<file path="src/rtl/discrete_mixer_pkg.sv">
// Shared types and constants for the discrete audio mixer: FSM state,
// Q1.15 shift and accumulator sizing.
package discrete_mixer_pkg;

  typedef enum logic [1:0] {IDLE, MAC, DONE} state_t;

  localparam int Q_SHIFT = 15;

  // Full-precision products plus one bit per channel doubling plus sign headroom.
  function automatic int acc_width(input int num_ch);
    return 32 + $clog2(num_ch) + 1;
  endfunction

endpackage

</file>
<file path="src/rtl/mixer_clip.sv">
// Rescales the Q1.15 accumulator to a 16-bit sample.
// MIXER_SATURATE_EN selects clamping; otherwise the low 16 bits wrap.
module mixer_clip
  import discrete_mixer_pkg::*;
#(
  parameter int ACC_W = 35
) (
  input  logic signed [ACC_W-1:0] i_acc,
  output logic        [15:0]      o_out
);

  logic signed [ACC_W-1:0] w_sh;
  logic                    w_unused;

  assign w_sh = i_acc >>> Q_SHIFT;

`ifdef MIXER_SATURATE_EN
  localparam logic signed [ACC_W-1:0] MAXV = ACC_W'(32767);
  localparam logic signed [ACC_W-1:0] MINV = -ACC_W'(32768);

  assign w_unused = ^i_acc[Q_SHIFT-1:0];

  always_comb begin
    o_out = w_sh[15:0];
    if (w_sh > MAXV)      o_out = 16'h7FFF;
    else if (w_sh < MINV) o_out = 16'h8000;
  end
`else
  assign w_unused = ^{w_sh[ACC_W-1:16], i_acc[Q_SHIFT-1:0]};
  assign o_out    = w_sh[15:0];
`endif

endmodule

</file>
<file path="src/rtl/discrete_audio_mixer.sv">
// Time-multiplexed weighted mixer: snapshot on audio_clk_en, one MAC per clk
// through a single shared multiplier, then rescale/clip (see MIXER_SATURATE_EN).
module discrete_audio_mixer
  import discrete_mixer_pkg::*;
#(
  parameter int NUM_CH = 4
) (
  input  logic                   clk,
  input  logic                   I_RSTn,
  input  logic                   audio_clk_en,
  input  logic [NUM_CH*16-1:0]   in,
  input  logic [NUM_CH*16-1:0]   gain,
  output logic [15:0]            out,
  output logic                   out_valid,
  output logic                   overrun
);

  localparam int ACC_W = acc_width(NUM_CH);
  localparam int CH_W  = $clog2(NUM_CH);

  state_t                         r_state;
  logic [NUM_CH-1:0][15:0]        r_snap_in, r_snap_gain;
  logic signed [ACC_W-1:0]        r_acc;
  logic [CH_W-1:0]                r_ch;

  logic signed [15:0]             w_a, w_b;
  logic signed [31:0]             w_prod;
  logic signed [ACC_W-1:0]        w_prod_ext;
  logic [15:0]                    w_clip;

  // Single multiplier fed by the channel-indexed snapshot mux.
  assign w_a        = r_snap_in[r_ch];
  assign w_b        = r_snap_gain[r_ch];
  assign w_prod     = w_a * w_b;
  assign w_prod_ext = {{(ACC_W-32){w_prod[31]}}, w_prod};

  mixer_clip #(.ACC_W(ACC_W)) u_clip (
    .i_acc (r_acc),
    .o_out (w_clip)
  );

  always_ff @(posedge clk or negedge I_RSTn) begin
    if (!I_RSTn) begin
      r_state     <= IDLE;
      r_snap_in   <= '0;
      r_snap_gain <= '0;
      r_acc       <= '0;
      r_ch        <= '0;
      out         <= '0;
      out_valid   <= 1'b0;
      overrun     <= 1'b0;
    end else begin
      out_valid <= 1'b0;
      // Any strobe outside IDLE (including the DONE->IDLE cycle) is dropped.
      if (audio_clk_en && r_state != IDLE) overrun <= 1'b1;
      case (r_state)
        IDLE: if (audio_clk_en) begin
          r_snap_in   <= in;
          r_snap_gain <= gain;
          r_acc       <= '0;
          r_ch        <= '0;
          r_state     <= MAC;
        end
        MAC: begin
          r_acc <= r_acc + w_prod_ext;
          r_ch  <= r_ch + 1'b1;
          if (r_ch == CH_W'(NUM_CH-1)) r_state <= DONE;
        end
        DONE: begin
          out       <= w_clip;
          out_valid <= 1'b1;
          r_state   <= IDLE;
        end
        default: r_state <= IDLE;
      endcase
    end
  end

endmodule

</file>
<file path="config.mk">
export PLATFORM = sky130hd
export DESIGN_NAME = discrete_audio_mixer
export DESIGN_NICKNAME = d
export VERILOG_FILES = /design/src/rtl/discrete_mixer_pkg.sv /design/src/rtl/mixer_clip.sv /design/src/rtl/discrete_audio_mixer.sv
export SDC_FILE = /design/constraint.sdc
export NUM_CORES = 1
export LEC_CHECK = 0
export BUFFER_PORTS_ARGS = -buffer_cell sky130_fd_sc_hd__clkbuf_2
export CAP_MARGIN = 10
export CORE_MARGIN = 1.5
export CORE_UTILIZATION = 42
export CTS_CLUSTER_SIZE = 8
export DETAILED_ROUTE_END_ITERATION = 16
export RECOVER_POWER = 100
export SETUP_SLACK_MARGIN = 0.02
export SYNTH_ARGS = -nofsm -noshare
export SYNTH_HDL_FRONTEND = slang
export SYNTH_SLANG_ARGS = --single-unit
</file>
<file path="constraint.sdc">
create_clock -name clk -period 12.2 [get_ports clk]
set_input_delay 2.44 -clock clk [delete_from_list [all_inputs] [get_ports clk]]
set_output_delay 2.44 -clock clk [all_outputs]
set_load 0.05 [all_outputs]
</file>
==> summary.md, run 1 <==
| Metric | Value |
|---|---|
| Grt ovf | 0 |
| Site Rows | 76 |
| Sink Count | 181 |
| Die Y | 211 µm |
| Quantity of I/O buffers inserted on ports | 148 |
| Max FO, Critical Path | 47 |
| CTS max path bufs | 2 |
| Reg-to-reg startpoint | r_ch[0] |
| Drt via density | 5.01 |
| Most common cell on crit path | fa_1 |
| IO Pins | 149 |
| Vias in the first global route | 14.5k |
| Min Tclk post-route | 9.21 ns |
| YS warnings | 0 |
| Max-slew headroom | -300% |
| Area of the multi-input gates | 12100 µm² |
| CTS tree | built |
| Hold Crit Depth | 2 |
| First-pass GRT wire length | 77300 µm |
| Drt first pass iters | 5 |
| Synthesized area per cell | 9.16 µm² |
| Reg clk slew, reported paths | 0.07 ns |
| Vias | 13.4k |
| Hold Vio Cnt, Final | 0 |
| # H-tree levels | 4 |
| Cell chain of the critical path | clkbuf_1, mux4_2, nand2_1, inv_1, fa_1, fa_1, fa_1, fa_1, fa_1, inv_1, fa_1, inv_1, ha_1, a21oi_1, o21bai_1, a21oi_1, o21ai_0, a221oi_1, mux2i_1, a21oi_1 |
| 1st-iter DRT viols | 901 |
| Post-synth net total | 2501 |
| Final Max Tran Viols | 516 |
| Slew @ Worst Pin | 6.00 ns |
| Hold buffer count at CTS | 0 |
| Fillers | 4218 |
| Crit path depth | 20 |
| Worst-skew pair later-pin latency | 0.47 ns |
| Post-synth ARST share | 100% |
| CP required | 12.54 ns |
| Area delta synth->final | 9.79% |
| Post-synthesis sequential area ratio | 24.9% |
| Layout Cell Area excl Fill | 20000 µm² |
| Capturing point of the worst reg2reg path | r_acc[29] |
| Startpoint types | register |
| Detail Route Antenna Nets | 0 |
| Critical path class | reg -> reg |
| Final setup vio count | 0 |
| Die Wd | 211 µm |
| RePlAce Congestion | 0.897 |
| Die area | 44600 µm² |
| Area occupied by registers | 4530 µm² |
| Arrival time at the worst endpoint | 9.55 ns |
| Drc violations | 0 |
| Worst Path Buf+Inv | 4 |
| Initial Utilization | 42.4% |
| Synthesized flop and latch total | 181 |
| Clk root buf | clkbuf_16 |
| Dpl hpwl | 36600 µm |
| Setup repair after global routing missed its margin | false |
| # Post-CTS Setup Buffers | 0 |
| Gate Count Post-Synth | 1989 |
| Initial antenna violation count | 0 |
| Post-synth top flop | dfrtp_1 |
| Nets | 2597 |
| Placeable core area | 43000 µm² |
| CTS buffer count | 17 |
| Pin count of the biggest net entering global routing | 104 |
| DR WL/cell | 17.5 µm |
| Worst Reg-to-Reg Cells | 20 |
| HP Class | reg -> reg |
| Post-synth EDFFs | 0 |
| Period utilization | 75.5% |
| Crit path largest cell delay | 1.53 ns |
| Status | finished with violations |
| PostCTS Resize Cnt | 0 |
| GRT Resource Usage Total | 22.8% |
| Setup crit start | r_ch[0] |
| R2R setup slack | 2.99 ns |
| Synth Cell Area | 18200 µm² |
| Layout cells sized above 1 | 10.9% |
| Placed Area | 19500 µm² |
| Synth cell types | 55 |
| Final WL | 46900 µm |
| CP Capture Type | register |
| CP top delay family | adder cells |
| Cell at the slowest stage of the critical path | clkbuf_1 |
| Failing checks | max-capacitance violations, max-slew violations |
| Max Clk Rate | 109 MHz |
| Worst setup path end | r_acc[29] |
| TNS Setup | 0 ns |
| Max Cap Viol | 7 |
| Clock Skew | 0.0195 ns |
## cells in the mapped netlist, drive strengths merged (2+ instances only)
cell / n / area [µm²]
nand2: 559 / 2100
inv: 336 / 1260
fa: 285 / 5710
dfrtp: 181 / 4530
nor2: 106 / 398
ha: 96 / 1200
clkbuf: 75 / 282
o21ai: 57 / 285
and2: 33 / 209
mux2: 33 / 372
mux2i: 26 / 260
a21oi: 24 / 120
xnor2: 24 / 210
nand3: 14 / 70.1
mux4: 13 / 293
nand2b: 13 / 81.3
o21a: 13 / 97.6
xor2: 13 / 114
buf: 12 / 60.1
nor2b: 10 / 62.6
a21o: 9 / 70.1
and3: 7 / 45.1
a31oi: 5 / 31.3
and4: 4 / 35.0
nand4: 4 / 25.0
nor3: 4 / 20.0
o21bai: 4 / 30.0
a211o: 2 / 17.5
a211oi: 2 / 15.0
a221o: 2 / 20.0
a2bb2oi: 2 / 17.5
nand3b: 2 / 18.8
o31ai: 2 / 15.0
or2: 2 / 12.5
or3: 2 / 12.5
## worst min-delay path by stage
| stage | slack [ns] | endpoint | start |
|---|---|---|---|
| global placement | 0.45 | r_snap_gain[36] | r_snap_gain[36] |
| global route | 0.50 | r_snap_in[46] | r_snap_in[46] |
| CTS | 0.48 | r_snap_in[11] | r_snap_in[11] |
| floorplan | 0.44 | r_snap_gain[0] | r_snap_gain[0] |
| finish | 0.47 | r_snap_in[11] | r_snap_in[11] |
| detailed placement | 0.46 | r_snap_gain[33] | r_snap_gain[33] |
## stage by stage
stage,instances,worst slack [ns],hold WS [ns],util [%]
2_1_floorplan,1989,5.28,0.438,-
3_3_place_gp,2651,4.54,0.453,45.4
3_5_place_dp,2651,4.49,0.458,45.4
4_1_cts,2683,4.47,0.477,46.7
5_1_grt,2683,2.38,0.496,46.5
6_report,2684,2.99,0.473,46.5
## layer usage
layer  GRT usage [%]  vias to the layer above  part of all wire, %
met5               0                        -                    0
met4            11.7                        0                  5.0
met3            3.78                      126                  4.9
met2            37.8                      418                   48
met1            29.0                     6714                   42
li1                -                     6190                    -
## cell usage in the layout, fill, tap and decap left out, types with 5 or more instances in the layout
cell type and n:
inv_1 336, clkbuf_16 17, clkbuf_1 23, a21oi_1 24, nor2_1 106, o21a_1 13
fa_1 285, o21ai_1 9, inv_6 5, mux2_2 33, and2_1 30, mux2i_1 26
dfrtp_1 180, buf_4 12, xor2_1 13, xnor2_1 24, nor2b_1 10, clkbuf_2 129
nand2_1 559, nand3_1 14, and3_1 6, o21ai_0 47, ha_1 96, nand2b_1 13
a21o_1 7, a31oi_1 5, mux4_2 13
## flip-flops by register name (all words and copies together), names as in the netlist
signal and cells:
out 16, r_snap_gain 64, r_snap_in 64, r_state 2
r_acc 31, overrun 1, out_valid 1, r_ch 2
## cell families (layout without fill, tap and decap cells)
family                   Yosys count  in the layout  share of synthesized area [%]
AO/OA/AOI/OAI                    131            131                           4.46
XOR/XNOR                          37             37                           1.78
adder cells (fa/ha/maj)          381            381                           37.9
buffers and inverters            423            532                           8.80
flip-flops                       181            181                           24.9
multiplexers                      72             72                           5.07
other                              0              1                              0
AND/OR/NAND/NOR                  764            764                           17.1
## cell type report
| class | count | share of cell area (%) |
|---|---|---|
| Antenna cell | 1 | 0.0125 |
| Clock buffer | 18 | 2.20 |
| Clock inverter | 14 | 0.663 |
| Inverter | 336 | 6.30 |
| Multi-Input combinational cell | 1385 | 60.4 |
| Sequential cell | 181 | 22.6 |
| Tap cell | 585 | 3.66 |
| Timing Repair Buffer | 164 | 4.11 |
## worst min-delay path, delay by kind of cell, from the launching register on
kind,cells,cell delay (ns)
DFF,1,0.34
and+or+nand+nor,2,0.10
Power of run 1 is left out: the tool's default activity adds up to more than one toggle a clock period on the data nets, which glitch-free logic cannot reach.
==> run 2, diff against run 1 <==
clock period = 8 ns   (was 12.2 ns; I/O delays follow)
==> run 2 against run 1 <==
The run still ends with max-capacitance violations, max-slew violations left; hold slack better by 0.0016 ns; largest cell class unchanged; core utilization up 0.20 points; clock-buffer cell count did not move; die area did not move; first-iteration DRC count grew 3.9%; maximum frequency increased by 21%; wire length rose by 1.2%; sequential share of layout area shrank 0.091 points; cell area grew 0.43%; critical path type unchanged; register-to-register slack got worse by 2.6 ns; clock skew is 0.0066 ns lower; cell count up 0.26%.
==> summary.md, run 2 (synthesized netlist as in run 1, its figures left out) <==
| Metric | Value |
|---|---|
| Status | finished with violations |
| Failing checks | max-capacitance violations, max-slew violations |
| Hold Path End | r_snap_gain[37] |
| Setup repair after global routing missed its margin | false |
| Hold buffer count at CTS | 0 (unchanged) |
| TNS Setup | 0 ns (unchanged) |
| CTS tree | built |
| Final setup vio count | 0 (unchanged) |
| # Post-CTS Setup Buffers | 0 (unchanged) |
| RePlAce Congestion | 0.897 (about the same) |
| Die area | 44600 µm² (unchanged) |
| Worst Reg-to-Reg Cells | 22 (+10%) |
| Reg clk slew, reported paths | 0.08 ns (about the same) |
| Startpoint types | register |
| Die Y | 211 µm (unchanged) |
| Max-slew headroom | -285% (+15 points) |
| Site Rows | 76 (unchanged) |
| First-pass GRT wire length | 77600 µm (+0.47%) |
| Final setup margin | 0.394 ns (-2.59 ns) |
| Layout cells sized above 1 | 11.3% (+0.43 points) |
| Clock Skew | 0.0129 ns (-0.00665 ns) |
| Critical path class | reg -> reg |
| PostCTS Resize Cnt | 0 (unchanged) |
| CTS buffer count | 17 (unchanged) |
| Min Tclk post-route | 7.61 ns (-1.61 ns) |
| DR WL/cell | 17.6 µm (+0.95%) |
| Initial Utilization | 42.4% (unchanged) |
| IO Pins | 149 (unchanged) |
| Post-layout util | 46.7% (+0.20 points) |
| R2R setup slack | 0.39 ns (-2.59 ns) |
| Worst-skew pair later-pin latency | 0.47 ns (about the same) |
| CP Capture Type | register |
| Area of the multi-input gates | 12100 µm² (about the same) |
| Setup crit start | r_ch[1] |
| Most common cell after layout, fill and taps aside | nand2_1 |
| Sink Count | 181 (unchanged) |
| Vias in the first global route | 14.7k (+1.1%) |
| Initial antenna violation count | 0 (unchanged) |
| Vias | 13.6k (+0.77%) |
| Arrival time at the worst endpoint | 7.95 ns (-1.60 ns) |
| Die Wd | 211 µm (unchanged) |
| Final Max Tran Viols | 401 (-22%) |
| Dpl hpwl | 37400 µm (+2.1%) |
| Area delta synth->final | 10.3% |
| Max FO, Critical Path | 15 (-68%) |
| Nets | 2605 (+0.31%) |
| Capturing point of the worst reg2reg path | r_acc[26] |
| Pin count of the biggest net entering global routing | 103 (-0.96%) |
| Reg-to-reg startpoint | r_ch[1] |
| CTS max path bufs | 2 (unchanged) |
| Most frequent cells in the layout | nand2_1, inv_1, fa_1, dfrtp_1, clkbuf_2 |
| CP required | 8.34 ns (-4.20 ns) |
| Hold Vio Cnt, Final | 0 (unchanged) |
| Ant diodes | 0 (-1) |
| Drt via density | 5.04 (+0.51%) |
| Hold Crit Depth | 2 (unchanged) |
| # H-tree levels | 4 (unchanged) |
| Clk root buf | clkbuf_16 |
| Detail Route Antenna Nets | 0 (unchanged) |
| Placeable core area | 43000 µm² (unchanged) |
| Max Cap Viol | 6 (-1) |
| Fillers | 4231 (+0.31%) |
| Area occupied by registers | 4530 µm² (about the same) |
| Grt ovf | 0 (unchanged) |
| Setup slack at placement | 0.529 ns (-3.96 ns) |
| Slew @ Worst Pin | 5.77 ns (-0.224 ns) |
| Drc violations | 0 (unchanged) |
| GRT Resource Usage Total | 22.9% (+0.095 points) |
| Final WL | 47400 µm (+1.2%) |
| Hold Startpoint | r_snap_gain[37] |
| Quantity of I/O buffers inserted on ports | 148 (unchanged) |
| Max Clk Rate | 131 MHz (+21%) |
| HP Class | reg -> reg |
| Period utilization | 95.1% (+20 points) |
| Drt first pass iters | 5 (unchanged) |
| Regs by FF count | r_snap_gain (64), r_snap_in (64), r_acc (31) |
| 1st-iter DRT viols | 936 (+3.9%) |
-- run 2: worst max-delay path, cell delays in order, from the launching register on --
cell,delay [ns]
dfrtp_2,0.63
buf_4,0.25
mux2_2,0.36
o21ai_1,0.74
nor2_1,0.17
fa_1,0.58
inv_1,0.06
fa_1,0.49
fa_1,0.53
inv_1,0.06
fa_1,0.50
fa_1,0.49
inv_1,0.05
fa_1,0.47
inv_1,0.04
ha_1,0.35
nand4_1,0.15
a2bb2oi_1,0.18
a2bb2oi_1,0.39
nand3b_2,0.17
a31o_1,0.29
a211o_1,0.30
a32o_1,0.25
-- run 2: per-stage QoR --
step	std cells	area [µm²]	hold slack, ns
2_1_floorplan	1989	18200	0.438
3_3_place_gp	2659	19600	0.454
3_5_place_dp	2659	19600	0.457
4_1_cts	2691	20100	0.476
5_1_grt	2691	20100	0.495
6_report	2691	20100	0.474
-- run 2: worst max-delay path by stage --
stage	slack, ns	endpoint
3_3_place_gp	0.59	r_acc[26]
6_report	0.39	r_acc[26]
5_1_grt	0.07	r_acc[26]
4_1_cts	0.48	r_acc[26]
3_5_place_dp	0.53	r_acc[26]
2_1_floorplan	1.08	r_acc[26]
-- run 2: area by class of cell --
class | instances | area share, %
Clock buffer | 18 | 2.14
Clock inverter | 14 | 0.810
Inverter | 336 | 6.28
Multi-Input combinational cell | 1385 | 60.2
Sequential cell | 181 | 22.6
Tap cell | 585 | 3.64
Timing Repair Buffer | 172 | 4.40
-- run 2: per-layer routing --
layer	track usage [%]	routed length [µm]	up-vias
li1	-	-	6204
met2	39.8	23800	392
met1	28.3	19300	6849
met5	0	0	-
met3	2.78	2090	107
met4	11.2	2200	0
Power of run 2 is left out for the same reason.
==> run 3, diff against run 2 <==
PLACE_DENSITY_LB_ADDON = 0.15   (was not set)
==> run 3 against run 2 <==
The run still ends with max-capacitance violations, max-slew violations left; core utilization grew 0.22 points; clock-buffer cell count is 1 lower; non-clock buffer count rose by 9; register-to-register slack improved by 0.14 ns; setup slack better by 0.14 ns; via count shrank 1.7%; hold slack about the same; sequential share of layout area shrank 0.093 points; critical path type unchanged.
==> summary.md, run 3 (synthesized netlist as in run 1, its figures left out) <==
| Metric | Value |
|---|---|
| CP Capture Type | register |
| Hold Startpoint | r_snap_gain[38] |
| Worst Reg-to-Reg Cells | 24 (+9.1%) |
| Setup repair after global routing missed its margin | false |
| Slew @ Worst Pin | 5.31 ns (-0.462 ns) |
| 1st-iter DRT viols | 791 (-15%) |
| CP required | 8.37 ns (+0.03 ns) |
| Final WL | 47800 µm (+0.75%) |
| CTS max path bufs | 2 (unchanged) |
| Regs by FF count | r_snap_gain (64), r_snap_in (64), r_acc (31) |
| Arrival time at the worst endpoint | 7.83 ns (-0.12 ns) |
| Drc violations | 0 (unchanged) |
| Hold Crit Depth | 2 (unchanged) |
| Layout Cell Area excl Fill | 20200 µm² (+0.47%) |
| # Post-CTS Setup Buffers | 0 (unchanged) |
| Most frequent cells in the layout | nand2_1, inv_1, fa_1, dfrtp_1, clkbuf_2 |
| Drt via density | 4.93 (-2.0%) |
| CTS tree | built |
| Dpl cells | 2668 (+0.34%) |
| Initial Utilization | 42.4% (unchanged) |
| Setup crit start | r_ch[1] |
| Drt first pass iters | 5 (unchanged) |
| Max Clk Rate | 134 MHz (+1.9%) |
| Die area | 44600 µm² (unchanged) |
| GRT Resource Usage Total | 23.5% (+0.51 points) |
| Die Wd | 211 µm (unchanged) |
| Hold Worst Slack | 0.475 ns (+0.000411 ns) |
| Initial antenna violation count | 0 (unchanged) |
| Area delta synth->final | 10.8% |
| Cell chain of the critical path | buf_4, clkbuf_1, buf_4, mux4_2, nand2_1, fa_1, inv_1, fa_1, inv_1, fa_1, inv_1, fa_1, fa_1, inv_1, fa_1, inv_1, ha_1, nand4_1, a2bb2oi_1, a2bb2oi_1, nand3b_2, a31o_1, a211o_1, a32o_1 |
| Site Rows | 76 (unchanged) |
| Min Tclk post-route | 7.46 ns (-0.144 ns) |
| Crit path largest cell delay | 0.60 ns (-0.14 ns) |
| Cell at the slowest stage of the critical path | dfrtp_2 |
| Reg clk slew, reported paths | 0.08 ns (about the same) |
| RePlAce Congestion | 0.886 (-1.2%) |
| Final setup vio count | 0 (unchanged) |
| Vias | 13.3k (-1.7%) |
| Quantity of I/O buffers inserted on ports | 148 (unchanged) |
| Capturing point of the worst reg2reg path | r_acc[26] |
| Max-slew headroom | -254% (+31 points) |
| R2R setup slack | 0.54 ns (+0.14 ns) |
| Pin count of the biggest net entering global routing | 110 (+6.8%) |
| IO Pins | 149 (unchanged) |
| Most common cell after layout, fill and taps aside | nand2_1 |
| DR WL/cell | 17.7 µm (+0.41%) |
| TNS Setup | 0 ns (unchanged) |
| Placeable core area | 43000 µm² (unchanged) |
| Worst-skew pair later-pin latency | 0.49 ns (+0.02 ns) |
| CTS buffer count | 17 (unchanged) |
| Clock Skew | 0.0153 ns (+0.00242 ns) |
| Failing checks | max-capacitance violations, max-slew violations |
| Ant diodes | 0 (unchanged) |
| Clk root buf | clkbuf_16 |
| First-pass GRT wire length | 78500 µm (+1.2%) |
| Period utilization | 93.3% (-1.8 points) |
| Hold Path End | r_snap_gain[38] |
| Startpoint types | register |
| Final Max Tran Viols | 408 (+1.7%) |
| Most common cell on crit path | fa_1 |
| Placed Area | 19600 µm² (+0.41%) |
| Max Cap Viol | 6 (unchanged) |
| Sink Count | 181 (unchanged) |
| Max FO, Critical Path | 16 (+1) |
| Non-Filler Instances | 2700 (+0.33%) |
| Layout cells sized above 1 | 11.6% (+0.33 points) |
| Hold Vio Cnt, Final | 0 (unchanged) |
| Grt ovf | 0 (unchanged) |
| Critical path class | reg -> reg |
| Die Y | 211 µm (unchanged) |
| HP Class | reg -> reg |
| Dpl hpwl | 37900 µm (+1.4%) |
| Detail Route Antenna Nets | 0 (unchanged) |
| Nets | 2614 (+0.35%) |
| Vias in the first global route | 14.7k (-0.041%) |
| Reg-to-reg startpoint | r_ch[1] |
| Status | finished with violations |
| # H-tree levels | 4 (unchanged) |
[run 3: metrics by stage]
stage | setup WS [ns] | utilization, %
after floorplan | 1.08 | -
after global placement | 0.609 | 45.7
after detailed placement | 0.498 | 45.7
after CTS | 0.455 | 47.1
after global routing | 0.0814 | 47.0
final | 0.538 | 47.0
[run 3: routing by layer]
metal	vias up	wire length [µm]	GRT usage (%)
li1	6237	-	-
met1	6722	20800	30.4
met2	293	23300	39.4
met3	67	2040	3.67
met4	0	1620	9.41
met5	-	0	0
[run 3: how the worst max path moves through the flow]
stage	endpoint	slack [ns]
after floorplan	r_acc[26]	1.08
after global placement	r_acc[26]	0.61
after detailed placement	r_acc[26]	0.50
after CTS	r_acc[26]	0.46
after global routing	r_acc[30]	0.08
final	r_acc[26]	0.54
[run 3: critical path, delay by kind of cell, from the launching register on]
kind,cells,cell delay [ns]
muxes,1,0.47
buffers and inverters,8,1.07
DFF,1,0.60
and+or+nand+nor,3,0.45
AOI/OAI and AO/OA,5,1.37
adders and majority gates,7,3.37
[run 3: repair_timing]
| item | 4_1_cts | 5_1_grt |
|---|---|---|
| resized for setup | 0 | 1 |
| hold buffers | 0 | 0 |
| endpoints found under the setup margin | 0 | 1 |
[run 3: area by class of cell]
class	instances	area [µm²]
Timing Repair Buffer	181	967
Clock buffer	17	425
Clock inverter	15	175
Fill cell	4263	22800
Tap cell	585	732
Sequential cell	181	4530
Inverter	336	1260
Multi-Input combinational cell	1385	12100
Power of run 3 is left out for the same reason.
